`src/rtl/handshake_pkg.sv`:
```
// Shared definitions for the handshake dataflow blocks: index sizing and constant-source modes.
// Latency: n/a (package only).
// Backpressure: n/a (package only).
package handshake_pkg;

    // Constant-source selection modes.
    localparam int CONST_MODE_FIXED = 0;   // always emit entry 0
    localparam int CONST_MODE_CYCLE = 1;   // walk the table, wrapping at DEPTH-1

    // Largest table a constant source may carry.
    localparam int CONST_DEPTH_MAX = 256;

    // Width of an index able to address 'depth' entries; never narrower than one bit,
    // so a single-entry table still has a real (constant-zero) index register.
    function automatic int idx_width(input int depth);
        return (depth <= 2) ? 1 : $clog2(depth);
    endfunction

endpackage

```
`src/rtl/handshake_constant_table_if.sv`:
```
// Handshake bundle of the constant source: control token in, constant token out.
// Latency: n/a (signal bundle only).
// Backpressure: outs_ready from the consumer gates ctrl_ready back to the producer.
//
// Signals:
//   ctrl_valid / ctrl_ready : control token handshake (producer -> block)
//   restart                 : single-cycle pulse returning the table index to 0
//   outs / outs_valid       : emitted constant and its valid (block -> consumer)
//   outs_last               : emitted constant was the final table entry
//   outs_ready              : consumer accepts the output token
interface handshake_constant_table_if #(
    parameter int DATA_WIDTH = 32
);
    logic                  ctrl_valid;
    logic                  ctrl_ready;
    logic                  restart;
    logic [DATA_WIDTH-1:0] outs;
    logic                  outs_valid;
    logic                  outs_last;
    logic                  outs_ready;

    // Producer/consumer side (drives tokens in, takes constants out).
    modport master (
        output ctrl_valid,
        output restart,
        output outs_ready,
        input  ctrl_ready,
        input  outs,
        input  outs_valid,
        input  outs_last
    );

    // Constant source side.
    modport slave (
        input  ctrl_valid,
        input  restart,
        input  outs_ready,
        output ctrl_ready,
        output outs,
        output outs_valid,
        output outs_last
    );
endinterface

```
`src/rtl/handshake_out_reg.sv`:
```
// One-slot registered output stage carrying a WIDTH-bit payload with valid/ready.
// Latency: 1 cycle from accepted input to out_valid; full throughput with out_ready held high.
// Backpressure: in_ready = ~rst & (~out_valid | out_ready); payload frozen while stalled.
//
// Ports:
//   clk, rst              : rising-edge clock, asynchronous active-high reset
//   in_valid/in_ready     : upstream handshake; in_data loaded when both are high
//   out_valid/out_ready   : downstream handshake; out_data is the registered payload
module handshake_out_reg #(
    parameter int WIDTH = 8
) (
    input  logic             clk,
    input  logic             rst,
    input  logic             in_valid,
    output logic             in_ready,
    input  logic [WIDTH-1:0] in_data,
    output logic             out_valid,
    input  logic             out_ready,
    output logic [WIDTH-1:0] out_data
);

    logic load;

    // Slot is free when empty or when its current token leaves at this edge.
    // Held low during reset so no token is taken while the slot is being cleared.
    assign in_ready = ~rst & (~out_valid | out_ready);
    assign load     = in_valid & in_ready;

    always_ff @(posedge clk or posedge rst) begin
        if (rst) begin
            out_valid <= 1'b0;
            out_data  <= '0;
        end else if (load) begin
            // Covers both fill-from-empty and drain-and-refill in the same cycle.
            out_valid <= 1'b1;
            out_data  <= in_data;
        end else if (out_ready) begin
            // Drain only; payload keeps its last value for observability.
            out_valid <= 1'b0;
        end
    end

endmodule

```
`src/rtl/handshake_constant_table.sv`:
```
// Constant source: emits one table entry per accepted control token, fixed or cycling.
// Latency: 1 cycle (registered outs/outs_valid/outs_last); one token per cycle at full rate.
// Backpressure: ctrl_ready = ~rst & (~outs_valid | outs_ready); index frozen while stalled.
//
// Ports:
//   clk  : rising-edge clock
//   rst  : asynchronous active-high reset; clears output slot and index
//   bus  : handshake_constant_table_if.slave (ctrl_valid/ctrl_ready, restart,
//          outs/outs_valid/outs_last/outs_ready)
module handshake_constant_table
    import handshake_pkg::*;
#(
    parameter int                          DATA_WIDTH = 32,
    parameter int                          DEPTH      = 4,
    parameter logic [DEPTH*DATA_WIDTH-1:0] TABLE      = '0,
    parameter int                          CYCLE      = CONST_MODE_CYCLE
) (
    input  logic                        clk,
    input  logic                        rst,
    handshake_constant_table_if.slave   bus
);

    localparam int             IW       = idx_width(DEPTH);
    localparam int             SLOTS    = 1 << IW;
    localparam logic [IW-1:0]  LAST_IDX = IW'(DEPTH - 1);

    if (DEPTH < 1 || DEPTH > CONST_DEPTH_MAX) begin : g_bad_depth
        $error("handshake_constant_table: DEPTH must be in 1..256");
    end
    if (CYCLE != CONST_MODE_FIXED && CYCLE != CONST_MODE_CYCLE) begin : g_bad_mode
        $error("handshake_constant_table: CYCLE must be 0 or 1");
    end

    logic [IW-1:0]         idx;
    logic [IW-1:0]         idx_nxt;
    logic [IW-1:0]         sel;
    logic                  sel_last;
    logic                  acc;
    logic                  slot_ready;
    logic [DATA_WIDTH-1:0] entries [SLOTS];
    logic [DATA_WIDTH:0]   in_payload;
    logic [DATA_WIDTH:0]   out_payload;

    // Table unpacked into a power-of-two array so the index never selects
    // outside the array; padding slots are unreachable because the index
    // wraps explicitly at DEPTH-1.
    for (genvar i = 0; i < SLOTS; i++) begin : g_entries
        if (i < DEPTH) begin : g_used
            assign entries[i] = TABLE[i*DATA_WIDTH +: DATA_WIDTH];
        end else begin : g_pad
            assign entries[i] = '0;
        end
    end

    // Restart wins over the stored index for the token accepted this cycle.
    assign sel      = bus.restart ? '0 : idx;
    assign sel_last = (sel == LAST_IDX);

    assign bus.ctrl_ready = slot_ready;
    assign acc            = bus.ctrl_valid & slot_ready;

    assign in_payload = {sel_last, entries[sel]};

    always_comb begin
        idx_nxt = idx;
        if (CYCLE == CONST_MODE_CYCLE) begin
            if (acc) begin
                idx_nxt = sel_last ? '0 : sel + IW'(1);
            end else if (bus.restart) begin
                // Restart without a token (including during a stall) still rewinds.
                idx_nxt = '0;
            end
        end else begin
            idx_nxt = '0;
        end
    end

    always_ff @(posedge clk or posedge rst) begin
        if (rst) begin
            idx <= '0;
        end else begin
            idx <= idx_nxt;
        end
    end

    handshake_out_reg #(
        .WIDTH (DATA_WIDTH + 1)
    ) u_out_reg (
        .clk       (clk),
        .rst       (rst),
        .in_valid  (bus.ctrl_valid),
        .in_ready  (slot_ready),
        .in_data   (in_payload),
        .out_valid (bus.outs_valid),
        .out_ready (bus.outs_ready),
        .out_data  (out_payload)
    );

    assign bus.outs_last = out_payload[DATA_WIDTH];
    assign bus.outs      = out_payload[DATA_WIDTH-1:0];

endmodule
```
`src/flat_wrapper.sv`:
```
// flat-port wrapper written by rule: the top's interface ports become plain ports
module handshake_constant_table_flat import handshake_pkg::*;
#(
    parameter int                          DATA_WIDTH = 32,
    parameter int                          DEPTH      = 4,
    parameter logic [DEPTH*DATA_WIDTH-1:0] TABLE      = '0,
    parameter int                          CYCLE      = CONST_MODE_CYCLE
)
  (clk, rst, bus_ctrl_valid, bus_restart, bus_outs_ready, bus_ctrl_ready, bus_outs, bus_outs_valid, bus_outs_last);
  handshake_constant_table_if #(.DATA_WIDTH(DATA_WIDTH)) bus_i ();
  input  logic clk;
  input  logic rst;
  input wire logic [$bits(bus_i.ctrl_valid)-1:0] bus_ctrl_valid;
  input wire logic [$bits(bus_i.restart)-1:0] bus_restart;
  input wire logic [$bits(bus_i.outs_ready)-1:0] bus_outs_ready;
  output wire logic [$bits(bus_i.ctrl_ready)-1:0] bus_ctrl_ready;
  output wire logic [$bits(bus_i.outs)-1:0] bus_outs;
  output wire logic [$bits(bus_i.outs_valid)-1:0] bus_outs_valid;
  output wire logic [$bits(bus_i.outs_last)-1:0] bus_outs_last;
  assign bus_i.ctrl_valid = bus_ctrl_valid;
  assign bus_i.restart = bus_restart;
  assign bus_i.outs_ready = bus_outs_ready;
  assign bus_ctrl_ready = bus_i.ctrl_ready;
  assign bus_outs = bus_i.outs;
  assign bus_outs_valid = bus_i.outs_valid;
  assign bus_outs_last = bus_i.outs_last;
  handshake_constant_table #(.DATA_WIDTH(DATA_WIDTH), .DEPTH(DEPTH), .TABLE(TABLE), .CYCLE(CYCLE)) u_core (.clk(clk), .rst(rst), .bus(bus_i));
endmodule
```
`config.mk`:
```
export PLATFORM = sky130hd
export DESIGN_NAME = handshake_constant_table_flat
export DESIGN_NICKNAME = d
export VERILOG_FILES = /design/src/rtl/handshake_pkg.sv /design/src/rtl/handshake_constant_table_if.sv /design/src/rtl/handshake_out_reg.sv /design/src/rtl/handshake_constant_table.sv /design/src/flat_wrapper.sv
export SDC_FILE = /design/constraint.sdc
export NUM_CORES = 1
export LEC_CHECK = 0
export BUFFER_PORTS_ARGS = -buffer_cell sky130_fd_sc_hd__clkbuf_2
export CORE_UTILIZATION = 30
export CTS_CLUSTER_DIAMETER = 80
export DETAILED_ROUTE_END_ITERATION = 12
export GPL_TIMING_DRIVEN = 0
export PLACE_DENSITY = 0.65
export REMOVE_ABC_BUFFERS = 1
export SLEW_MARGIN = 10
export SYNTH_ARGS = -nofsm -noshare
export SYNTH_HDL_FRONTEND = slang
export SYNTH_SLANG_ARGS = --single-unit
```
`constraint.sdc`:
```
create_clock -name clk -period 1.1 [get_ports clk]
set_input_delay 0.055 -clock clk [delete_from_list [all_inputs] [get_ports clk]]
set_output_delay 0.055 -clock clk [all_outputs]
set_load 0.05 [all_outputs]
```
# Yosys cells after proc, flatten, opt, wreduce, memory -nomap -nowiden
# Cells that the tools add are included.
# totals
input_bits	5
ff_bits	36
wordCells	21
out_inout_bits	35
# classes
n_addsub	1
muxes	8
n_reduce_logical	1
n_eq_ne	1
n_bitwise	6
magnitude_cmp	1
# op_table
operator	n
32-bit binary-select mux with 2-bit select	1
32-bit two-way mux	2
2-bit two-way mux	3
3-bit >= comparator, second input constant	1
2-bit inverter with 3-bit output	1
2-bit by 1-bit adder with 2-bit output, second input constant	1
1-bit AND	2
2-bit equality test, second input constant	1
1-bit two-way mux	2
1-bit inverter	2
2-bit nonzero test	1
1-bit bitwise OR	1

# Logic depth before layout (Yosys ltp)
# Gate-level depths: netlist (run 1).
# depth
depth_word	5
depth_mapped	3
mapped_depth_nobuf	3

# By module
# Synthesis (run 1) repeated with hierarchy kept, for this count alone.
# unflattened
cells_unflattened	86
area_unflattened_um2	1569.0
# modules_own_cells
module	seq_area_each_um2	area_each_um2	cells_each	n_inst
handshake_out_reg	850.8	1456.4	76	1
handshake_constant_table	50.0	112.6	10	1

# Worst setup path before layout (run 1)
# No wires, ideal clock.
# synth_path
path_kind	flip-flop to flip-flop
startpoint	register u_core.u_out_reg.out_valid
endpoint	register u_core.idx[1]
arrival_time_ns	1.160
path_stages_with_launch	4
required_ns	0.975
setup_slack_ns	-0.186
period_less_slack_ns	1.286
path_buffers	0
setup_time_ns	0.125
cell_sequence	dfrtp_1 -> nand2b_4 -> nand3_4 -> mux2_4
# synth_between
elab_chain_cells	5
# synth_rtl
item	line_no	text
start, declared	handshake_out_reg.sv:17	output logic out_valid,
start signal, assigned	handshake_out_reg.sv:31	out_valid <= 1'b0;
start signal, assigned	handshake_out_reg.sv:35	out_valid <= 1'b1;
start signal, assigned	handshake_out_reg.sv:39	out_valid <= 1'b0;
1-bit inverter	handshake_out_reg.sv:26	assign in_ready = ~rst & (~out_valid | out_ready);
1-bit bitwise OR	handshake_out_reg.sv:26	
1-bit AND	handshake_out_reg.sv:26	
1-bit AND	handshake_constant_table.sv:60	assign acc = bus.ctrl_valid & slot_ready;
2-bit two-way mux	handshake_constant_table.sv:67	if (acc) begin
net u_core.idx_nxt[1]	handshake_constant_table.sv:35	logic [IW-1:0] idx_nxt;
end signal, assigned	handshake_constant_table.sv:82	idx <= idx_nxt;
end, declared	handshake_constant_table.sv:34	logic [IW-1:0] idx;
# The timed path passes the listed nets, and every way through them passes these cells.
# A chain may end at the register's enable or synchronous reset.

# Worst setup path in the final report (run 1)
# layout_path
startpoint	register u_core.idx[1]
endpoint	register u_core.idx[1]
# layout_between
elab_chain_cells	4
word_cells_on_any_way	5
cone_classes	1 x add/sub; 1 x eq/ne; 3 x mux
# layout_rtl
item	line_no	text
2-bit two-way mux *	n/a	
2-bit by 1-bit adder with 2-bit output or 2-bit equality test (tied branches)	handshake_constant_table.sv:68, handshake_constant_table.sv:57	
2-bit two-way mux	handshake_constant_table.sv:68	idx_nxt = sel_last ? '0 : sel + IW'(1);
2-bit two-way mux *	handshake_constant_table.sv:67	
net u_core.idx_nxt[1]	handshake_constant_table.sv:35	
# Mark *: on every way through the listed nets, which the timed path passes. The rest lies on a longest branch.

==> metrics.yaml, run 1 <==
place:
  place.port_buffers: 7
  finalWeightedCongestion: 0.6025
  placed_cell_areas_um2: 384.1
  dp.final_hpwl_um: 374.2
worst_setup_path:
  critical_path_peak_fanout: 2
  critical_path.endpoint: "u_core.idx[1]"
  worstReg2RegStart: "u_core.idx[1]"
  cp.required_ns: 1.22
  worst-setup-path-type: "reg2reg"
  worst_ep_arrival_time_ns: 1.20
  worstSetupEndpointType: "flip-flop"
  critPathLaunch: "u_core.idx[1]"
  worstReg2RegEnd: "u_core.idx[1]"
  setup.worst_path.start_class: "flip-flop"
  r2r_cells: 3
  r2r_setup_slack_ns: 0.01
yosys:
  synth_edf_count: 0
  synth.cells.most_frequent: "sky130_fd_sc_hd__buf_4, sky130_fd_sc_hd__dfrtp_1, sky130_fd_sc_hd__mux2_4, sky130_fd_sc_hd__nor2b_1"
  synth_top_area_frac: 0.5289
  yosys.cell_count.top_type: "sky130_fd_sc_hd__buf_4"
  netlist_area_pre_place_um2: 454.2
  synth_sequential_area_ratio: 0.2204
  yosys.area.top_type: "sky130_fd_sc_hd__buf_4"
  yosys_register_bits: 4
  yosysUniqueCellTypes: 12
  synth_cells: 48
  synthTopCellsByArea: "sky130_fd_sc_hd__buf_4, sky130_fd_sc_hd__dfrtp_1, sky130_fd_sc_hd__mux2_4, sky130_fd_sc_hd__nand3_4, sky130_fd_sc_hd__nand2b_4"
  synth_async_sr_flop_share: 1.000
  post_synth.cell_area_avg_um2: 9.462
  synth-main-ff-cell: "sky130_fd_sc_hd__dfrtp_1"
  synth.yosys.warnings: 0
grt:
  first_global_vias: 191
  grt.total_usage: 0.08305
  grt_max_degree: 7
  top_usage_layer: "met2"
  overflow: 0
  first_pass_grt_wire_length_um: 717
  grt_util_met3: 0.08152
  grt_antenna_before_repair: 0
  groute.layer.met2.usage: 0.1367
  grtUsageMet1: 0.03909
floorplanning:
  rows: 13
  height_of_the_die_um: 40.91
  die_x_um: 40.91
  die_area_um2: 1674
  core_area_um2: 1350
  initial_cell_density_of_the_core: 0.3364
  io-pin-count: 40
drt:
  number_of_routed_nets_with_antenna_violations: 0
  aggregate_routed_wire_length_um: 525
  drt-wirelength-per-cell_um: 7.192
  drc: 0
  via_per_inst: 3.068
  vias: 224
  first_iter_violations: 0
  dr.pass1.iters: 1
layout:
  ratio_of_cells_with_drive_above_1_in_the_final_layout: 0.3276
  fin_area_um2: 455.4
  design.final.nets: 66
  area_delta_synth_final_pct: 0.2754
  n_antenna_cell: 0
clock_tree:
  clkTransAtPathRegs_ns: 0.04
  cts_tree: "done"
  post-cts-setup-buffers: 0
  cts_root_buf: "sky130_fd_sc_hd__clkbuf_4"
  insertion_delay_ns: 0.23
  clockBufferDepth: 2
  cts_num_sinks: 4
  h_tree_level_count: 1
  cts-buffers-inserted: 3
sta:
  max_clock_freq_mhz: 921.7
  timing.hold.ws_ns: 0.1126
  finalCriticalPeriod_ns: 1.085
  min_period_over_period: 0.9864
  finalSetupTns_ns: 0
  clock-skew-final_ns: 0.001154
  setup_viol_count_final: 0
  report.final.slew_viol_count: 0
  final-hold-violation-count: 0
  setup_repair_after_global_routing_missed_its_margin: "true"
hold_path:
  timing.hold.worst.class: "in2reg"
power_and_ir_drop:
  power_density_nw_per_um2: 1516
  p_leak_uw: 0.0002692
  power.ir.vdd_worst_v: 0.0003427
job:
  maxCapViolCount: 0
run_status:
  outcome: "completed"
-- logic make-up after synthesis --
family	after synthesis	share of synthesized area
mux	2	0.06612
xor+xnor	1	0.01929
buf+inv	33	0.5372
other cells	1	0.008257
simple gates	6	0.1212
flops	4	0.2204
fa+ha+maj	1	0.02754
-- placed cells by master (no fill, tap or decap) --
cell type	count
sky130_fd_sc_hd__clkbuf_2	6
sky130_fd_sc_hd__buf_8	1
sky130_fd_sc_hd__nor2b_4	2
sky130_fd_sc_hd__conb_1	32
sky130_fd_sc_hd__clkbuf_4	3
sky130_fd_sc_hd__and2_4	1
sky130_fd_sc_hd__nand3_4	1
sky130_fd_sc_hd__mux2_4	2
sky130_fd_sc_hd__nand2_1	1
sky130_fd_sc_hd__dlygate4sd3_1	1
sky130_fd_sc_hd__dfrtp_1	4
sky130_fd_sc_hd__ha_4	1
sky130_fd_sc_hd__nand2b_4	1
sky130_fd_sc_hd__xnor2_1	1
sky130_fd_sc_hd__inv_2	1
-- power breakdown --
group	switching (uW)	internal [uW]	total (uW)
Combinational	295	48.3	343
Sequential	6.18	160	166
Clock	59.1	122	181
-- timing repair --
action,CTS,global route
resized for setup,6,3
pin swaps,1,0
setup endpoints to repair,2,2
gates cloned,0,0
hold endpoints to repair,4,4
-- per-stage QoR --
stage / utilization / setup slack [ns] / total power [uW] / cells
floorplan: - / -0.1855 / 464.0 / 47
global placement: 0.2845 / -0.04611 / 482.3 / 69
detailed placement: 0.2845 / -0.06483 / 483.8 / 69
CTS: 0.3188 / -0.03923 / 683.5 / 72
global route: 0.3373 / -0.02086 / 735.0 / 73
finish: 0.3373 / 0.01499 / 690.5 / 73
-- worst min-delay path by stage --
stage | end | slack, ns | cells after the start | startpoint
after global placement | u_core.u_out_reg.out_valid | -0.07 | 2 | rst
final | u_core.u_out_reg.out_valid | 0.11 | 3 | bus_outs_ready
after floorplan | u_core.idx[0] | -0.18 | 1 | rst
after CTS | u_core.idx[1] | -0.32 | 2 | rst
after global routing | u_core.u_out_reg.out_valid | 0.12 | 3 | bus_outs_ready
after detailed placement | u_core.u_out_reg.out_data[32] | -0.07 | 2 | rst
-- routing by layer --
| metal | routed length (um) | vias up |
|---|---|---|
| li1 | - | 105 |
| met1 | 158 | 99 |
| met2 | 291 | 18 |
| met3 | 59 | 2 |
| met4 | 15 | 0 |
| met5 | 0 | - |
-- critical path: stages, from the launching register on --
cell and delay [ns]:
sky130_fd_sc_hd__dfrtp_1 0.35, sky130_fd_sc_hd__nor2b_4 0.13, sky130_fd_sc_hd__ha_4 0.22, sky130_fd_sc_hd__mux2_4 0.26
-- final cells by class --
type,instances,area (um2)
Timing Repair Buffer,8,55.05
Fill cell,142,894.6
Inverter,1,3.754
Tap cell,15,18.77
Sequential cell,4,100.1
Clock buffer,3,22.52
Multi-Input combinational cell,42,255.2
-- flip-flops by register name, indices dropped and copies added (netlist names) --
name                        count
u_core.idx                      2
u_core.u_out_reg.out_data       1
u_core.u_out_reg.out_valid      1
Note: power is estimated with default switching activity, not from simulation.
==> run 2: changes to the inputs <==
--- a/config.mk
+++ b/config.mk
@@ -11,7 +11,6 @@
 export DETAILED_ROUTE_END_ITERATION = 12
 export GPL_TIMING_DRIVEN = 0
 export PLACE_DENSITY = 0.65
-export REMOVE_ABC_BUFFERS = 1
 export SLEW_MARGIN = 10
 export SYNTH_ARGS = -nofsm -noshare
 export SYNTH_HDL_FRONTEND = slang
==> constraint.sdc (replaced) <==
create_clock -name clk -period 0.9 [get_ports clk]
set_input_delay 0.045 -clock clk [delete_from_list [all_inputs] [get_ports clk]]
set_output_delay 0.045 -clock clk [all_outputs]
set_load 0.05 [all_outputs]
==> run 2 against run 1 <==
The run now ends with setup timing left. Setup slack lost 0.22 ns. Flip-flop and latch count is the same. Sequential share of layout area shrank 8.6 points. Register-to-register slack lost 0.20 ns. Sequential power grew 23%. Critical endpoint is now bus_ctrl_ready.
==> metrics.yaml, run 2 (synthesis results as in run 1) <==
place:
  dpl_worst_slack_ns: -0.2591
  place.port_buffers: 7
  finalWeightedCongestion: 0.6267
worst_setup_path:
  cp_num_buf_inv: 1
  critical_path.slowest_cell: "sky130_fd_sc_hd__dfrtp_2"
  worstSetupEndpointType: "output pin"
  setup.worst_path.start_class: "flip-flop"
  critPathTopFamily: "flip-flops"
  worst-setup-path-type: "reg2out"
  critical_path_peak_fanout: 3
  cp_cell_sequence: "nand2b_4, and2_4, clkbuf_16"
  worst_ep_arrival_time_ns: 1.06
  max_stage_delay_ns: 0.42
  cp.required_ns: 0.85
clock_tree:
  clockBufferDepth: 2
  h_tree_level_count: 1
  cts_root_buf: "sky130_fd_sc_hd__clkbuf_4"
  insertion_delay_ns: 0.24
  cts_num_sinks: 4
  clkTransAtPathRegs_ns: 0.05
  cts-buffers-inserted: 3
  cts_tree: "done"
grt:
  overflow: 0
  first_global_vias: 243
  first_pass_grt_wire_length_um: 903
  grt_max_degree: 5
  grt_antenna_before_repair: 0
  grt.total_usage: 0.09594
sta:
  finalSetupTns_ns: -0.6102
  report.final.slew_viol_count: 0
  setup_repair_after_global_routing_missed_its_margin: "true"
  clock-skew-final_ns: 0.01099
  worst_slack_ns: -0.2079
  finalCriticalPeriod_ns: 1.108
  timing.hold.ws_ns: 0.1790
  min_period_over_period: 1.231
  final-hold-violation-count: 0
  max_clock_freq_mhz: 902.6
  setup_viol_count_final: 4
hold_path:
  timing.hold.worst.class: "in2reg"
floorplanning:
  rows: 13
  die_x_um: 40.91
  core_area_um2: 1350
  initial_cell_density_of_the_core: 0.3364
  io-pin-count: 40
  height_of_the_die_um: 40.91
  die_area_um2: 1674
drt:
  aggregate_routed_wire_length_um: 702
  vias: 330
  first_iter_violations: 0
  dr.pass1.iters: 1
  drc: 0
  via_per_inst: 3.000
  drt-wirelength-per-cell_um: 6.382
  number_of_routed_nets_with_antenna_violations: 0
layout:
  n_antenna_cell: 0
  area_delta_synth_final_pct: 66.94
  final_common_cell: "sky130_fd_sc_hd__buf_4"
  utilization: 0.5616
  biggestRegsByFlops: "u_core.idx (2), u_core.u_out_reg.out_data (1), u_core.u_out_reg.out_valid (1)"
  final_cell_mix: "sky130_fd_sc_hd__buf_4, sky130_fd_sc_hd__conb_1, sky130_fd_sc_hd__clkbuf_4, sky130_fd_sc_hd__clkbuf_2, sky130_fd_sc_hd__dfrtp_1"
  ratio_of_cells_with_drive_above_1_in_the_final_layout: 0.6000
  largest_reg_flops: 2
  registers.top_by_ff_count: "u_core.idx"
  design.final.nets: 102
power_and_ir_drop:
  p_total_uw: 1021
  p_leak_uw: 0.0004723
  power_density_nw_per_um2: 1346
  power.ir.vdd_worst_v: 0.0006883
job:
  maxCapViolCount: 0
run_status:
  failed_checks: "setup timing"
  outcome: "finished, violations left"
==> run 2: cell types whose count changed in the layout (fill, tap and decap cells not counted), sizes merged <==
cell / change
clkbuf: +2
buf: +35
==> run 2: worst register-to-register path: stages, from the launching register on <==
cell and delay (ns):
sky130_fd_sc_hd__dfrtp_1 0.35, sky130_fd_sc_hd__nor2b_4 0.14, sky130_fd_sc_hd__ha_4 0.22, sky130_fd_sc_hd__mux2_4 0.26
==> run 2: per-stage QoR <==
step / instances / cell area, um2
floorplan: 79 / 571.8
global placement: 101 / 625.6
detailed placement: 101 / 625.6
CTS: 109 / 748.2
global route: 110 / 758.2
finish: 110 / 758.2
==> run 2: area by class of cell <==
cell class	instances	area, um2
multi-input cells	42	257.7
well taps	15	18.77
plain buffers	32	240.2
flip-flops and latches	4	101.3
repair buffers	12	110.1
inverters	1	3.754
fillers	132	591.8
clock buffers	4	26.28
==> run 2: final timing paths <==
path / cells after the start / from / end / slack [ns]
max: 3 / u_core.u_out_reg.out_valid / bus_ctrl_ready / -0.21
min: 4 / bus_ctrl_valid / u_core.u_out_reg.out_valid / 0.18
max reg2reg: 3 / u_core.idx[1] / u_core.idx[1] / -0.19
min reg2reg: 1 / u_core.u_out_reg.out_data[32] / u_core.u_out_reg.out_data[32] / 0.51
max in group asynchronous: 3 / rst / u_core.u_out_reg.out_valid / 0.46
min in group asynchronous: 3 / rst / u_core.idx[0] / 0.26
==> run 2: layer usage <==
layer | up-vias | share of wire | track usage
li1 | 176 | - | -
met1 | 135 | 0.30 | 0.07947
met2 | 17 | 0.58 | 0.1563
met3 | 2 | 0.11 | 0.04891
met4 | 0 | 0.0085 | 0.1000
met5 | - | 0 | 0
==> run 2: timing repair <==
item	CTS	global route
endpoints found under the setup margin	5	6
resized for setup	14	1
pin swaps	1	1
cloned	0	0
endpoints found under the hold margin	4	0
hold buffers	1	0
setup buffers	3	1
==> run 2: power by group <==
group / internal (uW) / switching (uW)
combinational: 183 / 383
clock: 167 / 83.1
sequential: 196 / 8.31
total: 546 / 475
